**config.mk**
```make
export PLATFORM = sky130hd
export DESIGN_NAME = aes_round_scheduler
export DESIGN_NICKNAME = d
export VERILOG_FILES = /design/src/rtl/aes_pkg.sv /design/src/rtl/aes_rcon_gen.sv /design/src/rtl/aes_round_scheduler.sv
export SDC_FILE = /design/constraint.sdc
export NUM_CORES = 1
export LEC_CHECK = 0
export ABC_AREA = 1
export CAP_MARGIN = 20
export CORE_UTILIZATION = 44
export CTS_CLUSTER_DIAMETER = 30
export CTS_CLUSTER_SIZE = 30
export DETAILED_ROUTE_END_ITERATION = 7
export MAX_ROUTING_LAYER = met4
export PLACE_DENSITY = 0.81
export SLEW_MARGIN = 0
export SYNTH_ARGS = -nofsm -noshare
export SYNTH_HDL_FRONTEND = slang
export SYNTH_SLANG_ARGS = --single-unit
export TNS_END_PERCENT = 10
```
**constraint.sdc**
```tcl
create_clock -name clk -period 1.88 [get_ports clk]
set_clock_uncertainty 0.05 [all_clocks]
set_input_delay 0.282 -clock clk [delete_from_list [all_inputs] [get_ports clk]]
set_output_delay 0.282 -clock clk [all_outputs]
set_load 0.05 [all_outputs]
```
**src/rtl/aes_pkg.sv**
```systemverilog
// Shared types and constants for the AES-128 round scheduler.
// Holds the FSM encoding, the enable bundle and the round-constant table.
package aes_pkg;

  localparam int NB = 16;
  localparam int NR = 10;

  typedef enum logic [3:0] {
    S_IDLE,
    S_LOAD,
    S_ARK0,
    S_KEXP,
    S_SUB,
    S_SHIFT,
    S_MIX,
    S_ARK,
    S_OUT
  } state_e;

  typedef struct packed {
    logic ark;
    logic sb;
    logic sr;
    logic mc;
    logic ke;
  } en_t;

  function automatic logic [7:0] rcon_lut(input logic [3:0] r);
    logic [7:0] v;
    case (r)
      4'd1:    v = 8'h01;
      4'd2:    v = 8'h02;
      4'd3:    v = 8'h04;
      4'd4:    v = 8'h08;
      4'd5:    v = 8'h10;
      4'd6:    v = 8'h20;
      4'd7:    v = 8'h40;
      4'd8:    v = 8'h80;
      4'd9:    v = 8'h1b;
      4'd10:   v = 8'h36;
      default: v = 8'h00;
    endcase
    return v;
  endfunction

  function automatic en_t en_of(input state_e s);
    en_t e;
    e = '0;
    unique case (1'b1)
      (s == S_ARK0),
      (s == S_ARK):   e.ark = 1'b1;
      (s == S_SUB):   e.sb  = 1'b1;
      (s == S_SHIFT): e.sr  = 1'b1;
      (s == S_MIX):   e.mc  = 1'b1;
      (s == S_KEXP):  e.ke  = 1'b1;
      default:        e     = '0;
    endcase
    return e;
  endfunction

endpackage

```
**src/rtl/aes_rcon_gen.sv**
```systemverilog
// Round-constant lookup: round number in, AES rcon byte out.
// Purely combinational; round 0 and out-of-range rounds give 00.
module aes_rcon_gen
  import aes_pkg::*;
(
  input  logic [3:0] round,
  output logic [7:0] rcon
);

  assign rcon = rcon_lut(round);

endmodule

```
**src/rtl/aes_round_scheduler.sv**
```systemverilog
// Control FSM sequencing a byte-serial AES-128 datapath:
// load, initial AddRoundKey, NR rounds of step enables, then unload.
module aes_round_scheduler #(
  parameter int NR = aes_pkg::NR
) (
  input  logic       clk,
  input  logic       rst,
  input  logic       start,
  input  logic       in_valid,
  input  logic [7:0] key_byte,
  input  logic [7:0] data_byte,
  output logic       in_ready,
  output logic       ark_en,
  output logic       sb_en,
  output logic       sr_en,
  output logic       mc_en,
  output logic       ke_en,
  output logic [3:0] byte_idx,
  output logic [3:0] round,
  output logic [7:0] rcon,
  output logic       load_en,
  output logic       out_valid,
  input  logic       out_ready,
  output logic       busy,
  output logic       done
);

  import aes_pkg::*;

  localparam logic [3:0] LAST  = 4'(NB - 1);
  localparam logic [3:0] KLAST = 4'd3;
  localparam logic [3:0] RLAST = 4'(NR);

  state_e     state_q, state_d;
  logic [3:0] idx_q, idx_d;
  logic [3:0] round_q, round_d;
  en_t        en_q;
  logic       in_ready_q;
  logic       out_valid_q;
  logic       busy_q;
  logic       done_q, done_d;
  logic       phase_end;

  // key/data bytes are consumed by the datapath; only the handshake matters here
  logic [15:0] unused_bytes;
  assign unused_bytes = {key_byte, data_byte};

  assign phase_end = (idx_q == LAST);
  assign load_en   = in_valid & in_ready_q;

  always_comb begin
    state_d = state_q;
    idx_d   = idx_q;
    round_d = round_q;
    done_d  = 1'b0;
    unique case (state_q)
      S_IDLE: begin
        if (start) begin
          state_d = S_LOAD;
          idx_d   = '0;
          round_d = '0;
        end
      end
      S_LOAD: begin
        if (load_en) begin
          idx_d = idx_q + 4'd1;
          if (phase_end) state_d = S_ARK0;
        end
      end
      S_ARK0: begin
        idx_d = idx_q + 4'd1;
        if (phase_end) begin
          state_d = S_KEXP;
          round_d = round_q + 4'd1;
        end
      end
      S_KEXP: begin
        if (idx_q == KLAST) begin
          idx_d   = '0;
          state_d = S_SUB;
        end else begin
          idx_d = idx_q + 4'd1;
        end
      end
      S_SUB: begin
        idx_d = idx_q + 4'd1;
        if (phase_end) state_d = S_SHIFT;
      end
      S_SHIFT: begin
        idx_d = idx_q + 4'd1;
        // the final round has no MixColumns
        if (phase_end)
          state_d = (round_q == RLAST) ? S_ARK : S_MIX;
      end
      S_MIX: begin
        idx_d = idx_q + 4'd1;
        if (phase_end) state_d = S_ARK;
      end
      S_ARK: begin
        idx_d = idx_q + 4'd1;
        if (phase_end) begin
          if (round_q == RLAST) begin
            state_d = S_OUT;
          end else begin
            state_d = S_KEXP;
            round_d = round_q + 4'd1;
          end
        end
      end
      S_OUT: begin
        if (out_valid_q && out_ready) begin
          idx_d = idx_q + 4'd1;
          if (phase_end) begin
            state_d = S_IDLE;
            done_d  = 1'b1;
          end
        end
      end
      default: begin
        state_d = S_IDLE;
        idx_d   = '0;
      end
    endcase
  end

  always_ff @(posedge clk or negedge rst) begin
    if (!rst) begin
      state_q     <= S_IDLE;
      idx_q       <= '0;
      round_q     <= '0;
      en_q        <= '0;
      in_ready_q  <= 1'b0;
      out_valid_q <= 1'b0;
      busy_q      <= 1'b0;
      done_q      <= 1'b0;
    end else begin
      state_q     <= state_d;
      idx_q       <= idx_d;
      round_q     <= round_d;
      en_q        <= en_of(state_d);
      in_ready_q  <= (state_d == S_LOAD);
      out_valid_q <= (state_d == S_OUT);
      busy_q      <= (state_d != S_IDLE);
      done_q      <= done_d;
    end
  end

  aes_rcon_gen u_rcon (
    .round (round_q),
    .rcon  (rcon)
  );

  assign in_ready  = in_ready_q;
  assign out_valid = out_valid_q;
  assign busy      = busy_q;
  assign done      = done_q;
  assign byte_idx  = idx_q;
  assign round     = round_q;
  assign ark_en    = en_q.ark;
  assign sb_en     = en_q.sb;
  assign sr_en     = en_q.sr;
  assign mc_en     = en_q.mc;
  assign ke_en     = en_q.ke;

endmodule

```
### Word-level counts from Yosys, hierarchy flattened

Memory sizes are Yosys's and may differ from the RTL's.
Cells that the tools add are included.
W data, S select, Z words.

| storage, ports and cells | value |
|---|---|
| memories | 1 |
| bits in registers | 21 |
| word-level logic and storage cells | 80 |
| memory bits (read-only) | 128 |

| operators by class | value |
|---|---|
| add/sub/neg operators | 2 |
| bitwise gates (word level) | 1 |
| eq/ne operators | 25 |
| reductions and logical operators | 8 |
| multiplexer cells | 31 |

Memories:

| memory | words | width | read ports | clocked after Yosys merged registers in | wr ports | RTL line | source |
|---|---|---|---|---|---|---|---|
| (no name shown) | 16 | 8 | 1 | 0 | 0 | aes_pkg.sv:30 | `case (r)` |

Operators by type and width:

| kind | count |
|---|---|
| $mux W4 | 19 |
| $pmux W4 S9 | 1 |
| $eq A4 B3 Y1 const B | 8 |
| $eq A4 B2 Y1 const B | 5 |
| $pmux W4 S5 | 1 |
| $eq A4 B4 Y1 const B | 4 |
| $ne A2 B2 Y1 const B | 6 |
| $pmux W4 S3 | 1 |
| $mux W1 | 9 |
| $add A4 B1 Y4 const B | 2 |
| $eq A4 B1 Y1 const B | 2 |
| $reduce_and A5 Y1 | 1 |
| $reduce_or A5 Y1 | 1 |
| $logic_not A4 Y1 | 1 |
| $reduce_bool A4 Y1 | 1 |
| $reduce_and A3 Y1 | 1 |
| $reduce_bool A3 Y1 | 1 |
| $reduce_or A2 Y1 | 1 |
| $and A1 B1 Y1 | 1 |
| $logic_and A1 B1 Y1 | 1 |

### Depth between registers and ports, before layout

Gate-level depths: netlist of the first run.

| depth | value |
|---|---|
| word-level depth | 7 |
| depth in mapped cells | 11 |

### Hierarchy

From an unflattened synthesis of the first run, not the netlist that was laid out.

| second synthesis, totals | value |
|---|---|
| cell total of the unflattened synthesis | 194 |
| area total of the unflattened synthesis | 1,431.4 um^2 |

Modules (own cells, without submodules):

| module | times used | sequential area each (um^2) | cells each | area an instance (um^2) |
|---|---|---|---|---|
| aes_round_scheduler | 1 | 525.5 | 167 | 1,275.0 |
| aes_rcon_gen | 1 | 0.0 | 27 | 156.4 |

### Worst setup path after synthesis of the first run

No wires, ideal clock.

| path | value |
|---|---|
| kind | register -> output |
| from | reg round_q[0] (netlist: round[0]) |
| to | out rcon[1] |
| path slack | -0.722 ns |
| buffers on the path | 0 |
| stages on the path, launching flop included | 5 |
| required time | 1.548 ns |
| arrival | 2.270 ns |
| cells stage by stage | dfrtp_1 -> inv_1 -> ha_1 -> inv_1 -> o21ai_0 |

| between the ends | value |
|---|---|
| word-level cells in the longest chain between the ends | 1 |

Ends and longest elaborated chain:

| what | RTL line | source |
|---|---|---|
| start: declaration | aes_round_scheduler.sv:36 | `logic [3:0] round_q, round_d;` |
| start signal: assignment | aes_round_scheduler.sv:139 | `round_q <= round_d;` |
| $mem_v2 Z16 W8 | n/a |  |
| end: declaration | aes_round_scheduler.sv:20 | `output logic [7:0] rcon,` |

Every way passes these cells.

### Final worst setup path of the first run

| path | value |
|---|---|
| from | reg round_q[1] (netlist: round[1]) |
| to | out rcon[2] |

The elaborated chain is that of the path after synthesis.

==> impl_results.md, run 1 <==
- Reg power frac: 29.7%
- Violated checks: DRC
- Netlist cell types: 23
- Final Util: 65.3%
- Final Cell Area: 1830 um2
- Switching part of the total: 52.2%
- Port Buffers: 30
- Layout area overhead: 38.8%
- Vias: 1239
- Final net count: 248
- WP data required: 1.55 ns
- Clk pin slew, worst setup/hold paths: 0.13 ns
- CTS tree: done
- Top routing layer used: met4
- Layout cells sized above 1: 31.1%
- Antenna diodes: 0
- WL per Instance: 11.8 um
- # IOs: 47
- Yosys top cell by area: dfrtp_1
- Sequential area share after synthesis: 39.8%
- Worst min path class: in -> async
- Combinational share of power: 60.1%
- Routed wl met2: 1.53 mm
- Yosys reg bits: 21
- Mapped Cells: 180
- Synth area leaders: dfrtp_1, nand2_1, ha_1, nor2_1, inv_1
- Max Freq: 542 MHz
- WS Path Type: reg -> out
- Top-area cell type share of the netlist area: 39.8%
- Post-synth top cells: nand2_1, dfrtp_1, nor2_1
- Post-synth ARST share: 100%
- Starting Density: 47.1%
- Setup ws final: 0.0358 ns
- Clock Tree Root: clkbuf_4
- Iter 0 DRT Violations: 48
- Htree depth: 1
- Max-cap viol count: 0
- Max_slew headroom: 65.7%
- Dpl cell area: 1770 um2
- PwrDens: 1200 nW/um2
- Vias in the first global route: 1134
- CTS sink cnt: 21
- Residual DRC: 6
- Hold WS: 0.240 ns
- Post-Syn Nets: 208
- DPL Wire Length: 2.26 mm
- Post-DRT Antenna Nets: 0
- DR vias/cell: 4.96
- Post-CTS Hold Fix Bufs: 0
- Netlist Area Pre-Place: 1320 um2
- Placer Congestion: 0.855
- Setup crit end kind: output pin
- Final Hold Vio Count: 0
- Vert. Die Dim: 56.8 um
- Die area: 3220 um2
- CP max FO: 6
- Peak supply drop: 0.874 mV
- CORE AREA: 2810 um2
- Met1 wire length: 1.27 mm
- Drt total wl: 2.95 mm
- RSZ-0062 raised after global routing: yes
- Worst-margin pin slew: 0.513 ns
- Data arrival, critical path: 1.51 ns
- Met3 WL: 130 um
- Total grt overflow: 0
- Clock group share of total power: 10.3%
- # setup viols final: 0
- Die X: 56.8 um
- Clk buf depth: 2
- First-pass DRT Iterations: 6
- YS warnings: 0
- Tot GR Track Use: 20.2%
- CP startpoint kind: register
- Finished Layout Cells: 250
- Placement Setup Slack: 0.178 ns
- First-pass GRT wire length: 4.90 mm
- Row count: 19
- Slew Limit Fails: 0
- Sw power: 0.00115 W
- Largest net degree at the start of global routing: 22
- Post-Syn Area per Cell: 7.33 um2
- CTS Buf Count: 3
- Antenna violations before repair: 0
- Final period util: 98.1%
- EDFF count, synth: 0
- P_int: 0.00105 W
- Post-Place Cells: 243
- Status: finished with violations
- Static leakage: 0.908 nW
- Latest clock arrival within the worst-skew pair: 0.31 ns
- Most frequent cell after synthesis: nand2_1
- Top FF cell, synth: dfrtp_1
- Post-layout minimum cycle time: 1.84 ns
-- path summary, 6_finish.rpt --
kind                               end  cells after the start  slack (ns)   startpoint
max reg2reg                   round[3]                      9        0.14     round[1]
min reg2reg                byte_idx[1]                      2        0.52  byte_idx[1]
max in group asynchronous     round[2]                      2        1.30          rst
min in group clk           byte_idx[1]                      2        0.52  byte_idx[1]
max                            rcon[2]                      5        0.04     round[1]
min                               busy                      2        0.24          rst
-- timing repair --
| action | CTS | global route |
|---|---|---|
| resized for setup | 1 | 8 |
| endpoints found under the setup margin | 3 | 7 |
| buffers inserted | 2 | 1 |
| pin swaps | 1 | 2 |
-- power by group through the flow --
stage / clock network, W / logic [W] / registers [W]
after floorplan: 0 / 0.000694 / 0.000921
after global placement: 0 / 0.00128 / 0.000662
after CTS: 0.000230 / 0.00132 / 0.000654
after global routing: 0.000253 / 0.00146 / 0.000670
final: 0.000227 / 0.00133 / 0.000654
after detailed placement: 0 / 0.00131 / 0.000664
-- worst max-delay path: stages (launching register included) --
cell and delay, ns:
dfrtp_1 0.46, buf_4 0.15, ha_1 0.20, nand3_2 0.16, nand2_2 0.12, buf_12 0.13
-- placed cells by master, fill, tap and decap left out --
cell	count
nand2_4	1
inv_1	14
nand3_1	12
o211ai_1	1
or2_1	1
o21ai_0	4
nor2_2	5
nand2_1	54
o21ai_2	5
ha_1	7
a21boi_2	1
o22ai_2	1
dfrtp_2	2
a21boi_1	1
xor2_1	1
nor3_2	2
nand4_1	2
buf_12	9
nand3_2	3
inv_2	13
clkbuf_4	3
dfrtp_1	19
o21ai_1	3
nor2_4	2
buf_4	13
nor2_1	19
nand2_2	7
clkinvlp_4	1
clkdlybuf4s50_1	13
-- through the flow --
step                      TNS (ns)  power, W
after floorplan             -0.612   0.00162
after global placement           0   0.00195
after detailed placement         0   0.00197
after CTS                        0   0.00221
after global routing        -0.182   0.00238
final                            0   0.00221
-- sequential cells by signal, summed over array words and instances, names as in the netlist --
signal     cells
byte_idx       4
out_valid      1
in_ready       1
sr_en          1
round          4
done           1
busy           1
ark_en         1
sb_en          1
ke_en          1
mc_en          1
state_q        4
-- layout make-up --
class                      instances  area (um2)
fill                             237         973
timing repair buffer              35         408
multi-input combinational        132         726
tap                               31        38.8
sequential                        21         528
clock buffer                       3        22.5
inverter                          27         101
clock inverter                     1        7.51
-- kinds of logic (layout without fill, tap and decap cells) --
| group | Yosys count | count (layout) | synth area share, % |
|---|---|---|---|
| AO/OA/AOI/OAI | 16 | 16 | 7.58 |
| XOR/XNOR | 1 | 1 | 0.664 |
| adder cells (fa/ha/maj) | 7 | 7 | 6.63 |
| buffers and inverters | 27 | 66 | 7.68 |
| flip-flops | 21 | 21 | 39.8 |
| AND/OR/NAND/NOR | 108 | 108 | 37.6 |
-- layer usage --
layer	vias to the layer above	GRT usage, %
met3	4	4.38
li1	639	-
met5	-	-
met2	32	37.1
met4	0	3.14
met1	564	22.8
No activity file was read; power rests on OpenSTA's default activity.
==> run 2: changes to the inputs <==
--- a/config.mk
+++ b/config.mk
@@ -11,8 +11,10 @@
 export CTS_CLUSTER_DIAMETER = 30
 export CTS_CLUSTER_SIZE = 30
 export DETAILED_ROUTE_END_ITERATION = 7
+export GPL_TIMING_DRIVEN = 0
 export MAX_ROUTING_LAYER = met4
 export PLACE_DENSITY = 0.81
+export REMOVE_ABC_BUFFERS = 1
 export SLEW_MARGIN = 0
 export SYNTH_ARGS = -nofsm -noshare
 export SYNTH_HDL_FRONTEND = slang
==> impl_results.md, run 2 (synthesis results as in run 1) <==
- FILL cells: 270 (was 237)
- WL per Instance: 10.6 um (was 11.8 um)
- Layout area overhead: 25.8% (was 38.8%)
- Final net count: 243 (was 248)
- Data arrival, critical path: 1.51 ns (about the same)
- CORE AREA: 2810 um2 (unchanged)
- Starting Density: 47.1% (unchanged)
- First-pass DRT Iterations: 6 (unchanged)
- Post-Place Cells: 241 (was 243)
- Family with the most delay on the worst path: flip-flops (unchanged)
- CP startpoint kind: register (unchanged)
- Static leakage: 0.879 nW (was 0.908 nW)
- R2r startpoint: byte_idx[0] (was round[1])
- Drt total wl: 2.61 mm (was 2.95 mm)
- Crit path to: rcon[4] (was rcon[2])
- Residual DRC: 4 (was 6)
- CTS Buf Count: 3 (unchanged)
- Slowest stage cell, crit path: dfrtp_2 (was dfrtp_1)
- Critical Path Max Stage Delay: 0.43 ns (was 0.46 ns)
- DR vias/cell: 4.83 (was 4.96)
- Peak supply drop: 0.858 mV (was 0.874 mV)
- R2r endpoint: ark_en (was round[3])
- Most common cell after layout, fill and taps aside: nand2_1 (unchanged)
- # IOs: 47 (unchanged)
- Setup crit end kind: output pin (unchanged)
- Final Hold Vio Count: 0 (unchanged)
- Most frequent cells in the layout: nand2_1, nor2_1, dfrtp_1, inv_1, clkdlybuf4s50_1 (was nand2_1, nor2_1, dfrtp_1, inv_1)
- Worst path bufs/invs: 3 (was 2)
- Clock Tree Root: clkbuf_4 (unchanged)
- Max-cap viol count: 0 (unchanged)
- Final period util: 97.9% (was 98.1%)
- Worst min path class: in -> async (unchanged)
- Die area: 3220 um2 (unchanged)
- Die X: 56.8 um (unchanged)
- Placement Setup Slack: -0.321 ns (was 0.178 ns)
- Post-DRT Antenna Nets: 0 (unchanged)
- Vias: 1184 (was 1239)
- Post-route setup TNS: 0 ns (unchanged)
- Stages on worst setup path: 5 (unchanged)
- Placer Congestion: 0.841 (was 0.855)
- Port Buffers: 30 (unchanged)
- WP data required: 1.55 ns (about the same)
- Row count: 19 (unchanged)
- Post-layout minimum cycle time: 1.84 ns (about the same)
- First-pass GRT wire length: 4.49 mm (was 4.90 mm)
- Clk buf depth: 2 (unchanged)
- Vias in the first global route: 1084 (was 1134)
- CP most frequent cell: inv_2
- Violated checks: DRC (unchanged)
- Total grt overflow: 0 (unchanged)
- Setup ws final: 0.0393 ns (was 0.0358 ns)
- Max_slew headroom: 39.2% (was 65.7%)
- # setup viols final: 0 (unchanged)
- Vert. Die Dim: 56.8 um (unchanged)
- Post-CTS Hold Fix Bufs: 0 (unchanged)
- R2r setup slk: 0.22 ns (was 0.14 ns)
- RSZ-0062 raised after global routing: yes (unchanged)
- Worst-margin pin slew: 0.909 ns (was 0.513 ns)
- Status: finished with violations (unchanged)
- Layout cells sized above 1: 21.5% (was 31.1%)
- Antenna diodes: 0 (unchanged)
- Htree depth: 1 (unchanged)
- Crit-path cells: inv_2, ha_1, inv_2, o22ai_1, buf_4 (was buf_4, ha_1, nand3_2, nand2_2, buf_12)
- Post-CTS Setup Inserts: 0 (was 2)
- DPL Wire Length: 2.09 mm (was 2.26 mm)
- Latest clock arrival within the worst-skew pair: 0.31 ns (about the same)
- Finished Layout Cells: 245 (was 250)
- Slew Limit Fails: 0 (unchanged)
- Iter 0 DRT Violations: 48 (unchanged)
- CTS tree: done (unchanged)
- Clk pin slew, worst setup/hold paths: 0.11 ns (was 0.13 ns)
- WS Path Type: reg -> out (unchanged)
- Max Freq: 543 MHz (was 542 MHz)
- Register-to-Register Path Depth: 11 (was 9)
- PwrDens: 1270 nW/um2 (was 1200 nW/um2)
- Tot GR Track Use: 18.5% (was 20.2%)
- Largest net degree at the start of global routing: 22 (unchanged)
- Setup crit start: round[0] (was round[1])
- CTS sink cnt: 21 (unchanged)
- Antenna violations before repair: 0 (unchanged)
- CP max FO: 6 (unchanged)
[run 2: layout make-up]
| cell class | instances | area, um2 | area share [%] |
|---|---|---|---|
| Multi-Input combinational cell | 132 | 696 | 41.9 |
| Sequential cell | 21 | 529 | 31.9 |
| Clock buffer | 4 | 26.3 | 1.58 |
| Tap cell | 31 | 38.8 | 2.34 |
| Inverter | 27 | 101 | 6.10 |
| Timing Repair Buffer | 30 | 269 | 16.2 |
[run 2: routing by layer]
metal | GRT usage [%] | share of wire [%] | up-vias
met2 | 33.5 | 49 | 33
li1 | - | - | 630
met4 | 6.27 | 1.6 | 0
met1 | 20.8 | 44 | 516
met5 | - | 0 | -
met3 | 2.76 | 5.4 | 5
[run 2: worst min path at each step]
stage | startpoint | to | slack, ns
2_1_floorplan | rst | ark_en | -0.06
3_3_place_gp | byte_idx[1] | byte_idx[1] | 0.49
3_5_place_dp | byte_idx[1] | byte_idx[1] | 0.50
4_1_cts | rst | byte_idx[0] | 0.45
5_1_grt | rst | byte_idx[3] | 0.51
6_report | rst | byte_idx[3] | 0.42
[run 2: stage by stage]
step           utilization (%)  area, um2  hold WS, ns  power (W)
2_1_floorplan                -       1320      -0.0636    0.00161
3_3_place_gp              59.1       1660        0.486    0.00191
3_5_place_dp              59.1       1660        0.503    0.00194
4_1_cts                   59.1       1660        0.451    0.00213
5_1_grt                   59.2       1660        0.512    0.00227
6_report                  59.2       1660        0.423    0.00212
[run 2: what timing repair did]
| action | in CTS | in global routing |
|---|---|---|
| setup endpoints to repair | 16 | 9 |
| gates resized for setup | 51 | 18 |
| pin swaps | 0 | 1 |
[run 2: where the power goes]
part	switching (W)	total, W	leakage [nW]	internal, W
Combinational	0.000883	0.00125	0.592	0.000366
Clock	0.000134	0.000217	0.0150	0.0000829
Sequential	0.0000914	0.000650	0.272	0.000559
Total	0.00111	0.00212	0.879	0.00101
==> run 3: changes to the inputs <==
--- a/config.mk
+++ b/config.mk
@@ -13,7 +13,7 @@
 export DETAILED_ROUTE_END_ITERATION = 7
 export GPL_TIMING_DRIVEN = 0
 export MAX_ROUTING_LAYER = met4
-export PLACE_DENSITY = 0.81
+export PLACE_DENSITY = 0.88
 export REMOVE_ABC_BUFFERS = 1
 export SLEW_MARGIN = 0
 export SYNTH_ARGS = -nofsm -noshare
==> impl_results.md, run 3 (synthesis results as in run 1) <==
- Antenna diodes: 0 (unchanged)
- Starting Density: 47.1% (unchanged)
- Setup crit start: round[0] (unchanged)
- DPL Wire Length: 2.19 mm (was 2.09 mm)
- Vias in the first global route: 1128 (was 1084)
- FILL cells: 253 (was 270)
- R2r startpoint: round[0] (was byte_idx[0])
- Crit path to: rcon[4] (unchanged)
- Status: finished with violations (unchanged)
- Post-CTS Hold Fix Bufs: 0 (unchanged)
- Post-DRT Antenna Nets: 0 (unchanged)
- Setup crit end kind: output pin (unchanged)
- First-pass GRT wire length: 4.74 mm (was 4.49 mm)
- Placement Setup Slack: -0.322 ns (was -0.321 ns)
- # setup viols final: 0 (unchanged)
- CP max FO: 5 (was 6)
- CTS tree: done (unchanged)
- Peak supply drop: 0.748 mV (was 0.858 mV)
- Final Power: 0.00213 W (was 0.00212 W)
- Antenna violations before repair: 0 (unchanged)
- Data arrival, critical path: 1.54 ns (was 1.51 ns)
- Layout cells sized above 1: 20.0% (was 21.5%)
- Final net count: 244 (was 243)
- CORE AREA: 2810 um2 (unchanged)
- Slew Limit Fails: 0 (unchanged)
- R2r setup slk: 0.18 ns (was 0.22 ns)
- Register-to-Register Path Depth: 10 (was 11)
- CTS sink cnt: 21 (unchanged)
- Clk pin slew, worst setup/hold paths: 0.11 ns (about the same)
- Placer Congestion: 0.881 (was 0.841)
- Die X: 56.8 um (unchanged)
- Iter 0 DRT Violations: 26 (was 48)
- Post-layout minimum cycle time: 1.87 ns (was 1.84 ns)
- WP data required: 1.55 ns (about the same)
- P_int: 0.00101 W (about the same)
- Final Hold Vio Count: 0 (unchanged)
- Most frequent cells in the layout: nand2_1, nor2_1, dfrtp_1, inv_1, clkdlybuf4s50_1 (unchanged)
- Worst min path class: in -> async (unchanged)
- Most common cell after layout, fill and taps aside: nand2_1 (unchanged)
- Drt total wl: 2.74 mm (was 2.61 mm)
- Violated checks: DRC (unchanged)
- Reg power frac: 30.5% (was 30.7%)
- Max Freq: 534 MHz (was 543 MHz)
- R2r endpoint: sr_en (was ark_en)
- Final Cell Area: 1660 um2 (about the same)
- Tot GR Track Use: 19.2% (was 18.5%)
- Port Buffers: 30 (unchanged)
- Die area: 3220 um2 (unchanged)
- Total grt overflow: 0 (unchanged)
- WS Path Type: reg -> out (unchanged)
- Residual DRC: 8 (was 4)
- Sw power: 0.00112 W (was 0.00111 W)
- Vias: 1215 (was 1184)
- Combinational share of power: 59.4% (was 59.0%)
- First-pass DRT Iterations: 6 (unchanged)
- Vert. Die Dim: 56.8 um (unchanged)
- Final period util: 99.6% (was 97.9%)
- Clock Tree Root: clkbuf_4 (unchanged)
- Htree depth: 1 (unchanged)
- Static leakage: 0.883 nW (was 0.879 nW)
- Row count: 19 (unchanged)
- Setup ws final: 0.00677 ns (was 0.0393 ns)
- PwrDens: 1280 nW/um2 (was 1270 nW/um2)
- Clock group share of total power: 10.1% (was 10.2%)
- DR vias/cell: 4.94 (was 4.83)
- RSZ-0062 raised after global routing: yes (unchanged)
- Dpl cell area: 1660 um2 (unchanged)
- Layout area overhead: 26.0% (was 25.8%)
- CP startpoint kind: register (unchanged)
- # IOs: 47 (unchanged)
- CTS Buf Count: 3 (unchanged)
- WL per Instance: 11.1 um (was 10.6 um)
- Largest net degree at the start of global routing: 22 (unchanged)
- Max-cap viol count: 0 (unchanged)
- Max_slew headroom: 41.2% (was 39.2%)
- Worst-margin pin slew: 0.879 ns (was 0.909 ns)
- Latest clock arrival within the worst-skew pair: 0.30 ns (was 0.31 ns)
- Switching part of the total: 52.5% (was 52.4%)
- Clk buf depth: 2 (unchanged)
==> run 3: layer usage <==
layer	part of all wire, %	GRT usage, %	up-vias
li1	-	-	630
met1	42	21.7	539
met2	51	33.7	39
met3	5.0	3.23	7
met4	1.8	8.01	0
met5	0	-	-
==> run 3: critical path, cell delays in order, from the launching register on <==
cell and delay [ns]:
dfrtp_2 0.41, inv_1 0.09, ha_1 0.28, inv_1 0.06
o22ai_1 0.18, buf_4 0.22
==> run 3: power by group through the flow <==
stage	Combinational [W]	Clock [W]	Sequential, W
floorplan	0.000688	0	0.000921
global placement	0.00125	0	0.000657
detailed placement	0.00129	0	0.000660
CTS	0.00127	0.000220	0.000652
global route	0.00141	0.000249	0.000666
finish	0.00127	0.000215	0.000651
==> run 3: worst min-delay path by stage <==
stage,end,slack [ns],depth (start not counted)
finish,byte_idx[1],0.41,1
global route,byte_idx[1],0.48,1
CTS,byte_idx[1],0.45,1
detailed placement,byte_idx[1],0.50,2
global placement,byte_idx[1],0.48,2
floorplan,ark_en,-0.06,0
==> run 3: per-stage QoR <==
step / setup TNS [ns] / std cells / util (%) / hold slack [ns]
6_report: 0 / 246 / 59.3 / 0.411
5_1_grt: -0.379 / 246 / 59.3 / 0.484
4_1_cts: -0.0742 / 245 / 59.2 / 0.447
3_5_place_dp: -1.86 / 241 / 59.1 / 0.500
3_3_place_gp: -1.61 / 241 / 59.1 / 0.484
2_1_floorplan: -2.77 / 180 / - / -0.0636
==> run 3: what timing repair did <==
action                     in CTS  in global routing
resized for setup              53                  8
pin swaps                       0                  0
hold endpoints to repair        0                  0
setup buffers                   0                  1
setup endpoints to repair      16                 13
==> run 3: cell type report <==
cell class	count	area [um2]	area share (%)
Multi-Input combinational cell	132	696	41.8
Sequential cell	21	528	31.8
Timing Repair Buffer	31	273	16.4
Inverter	27	101	6.09
Tap cell	31	38.8	2.33
Clock buffer	4	26.3	1.58
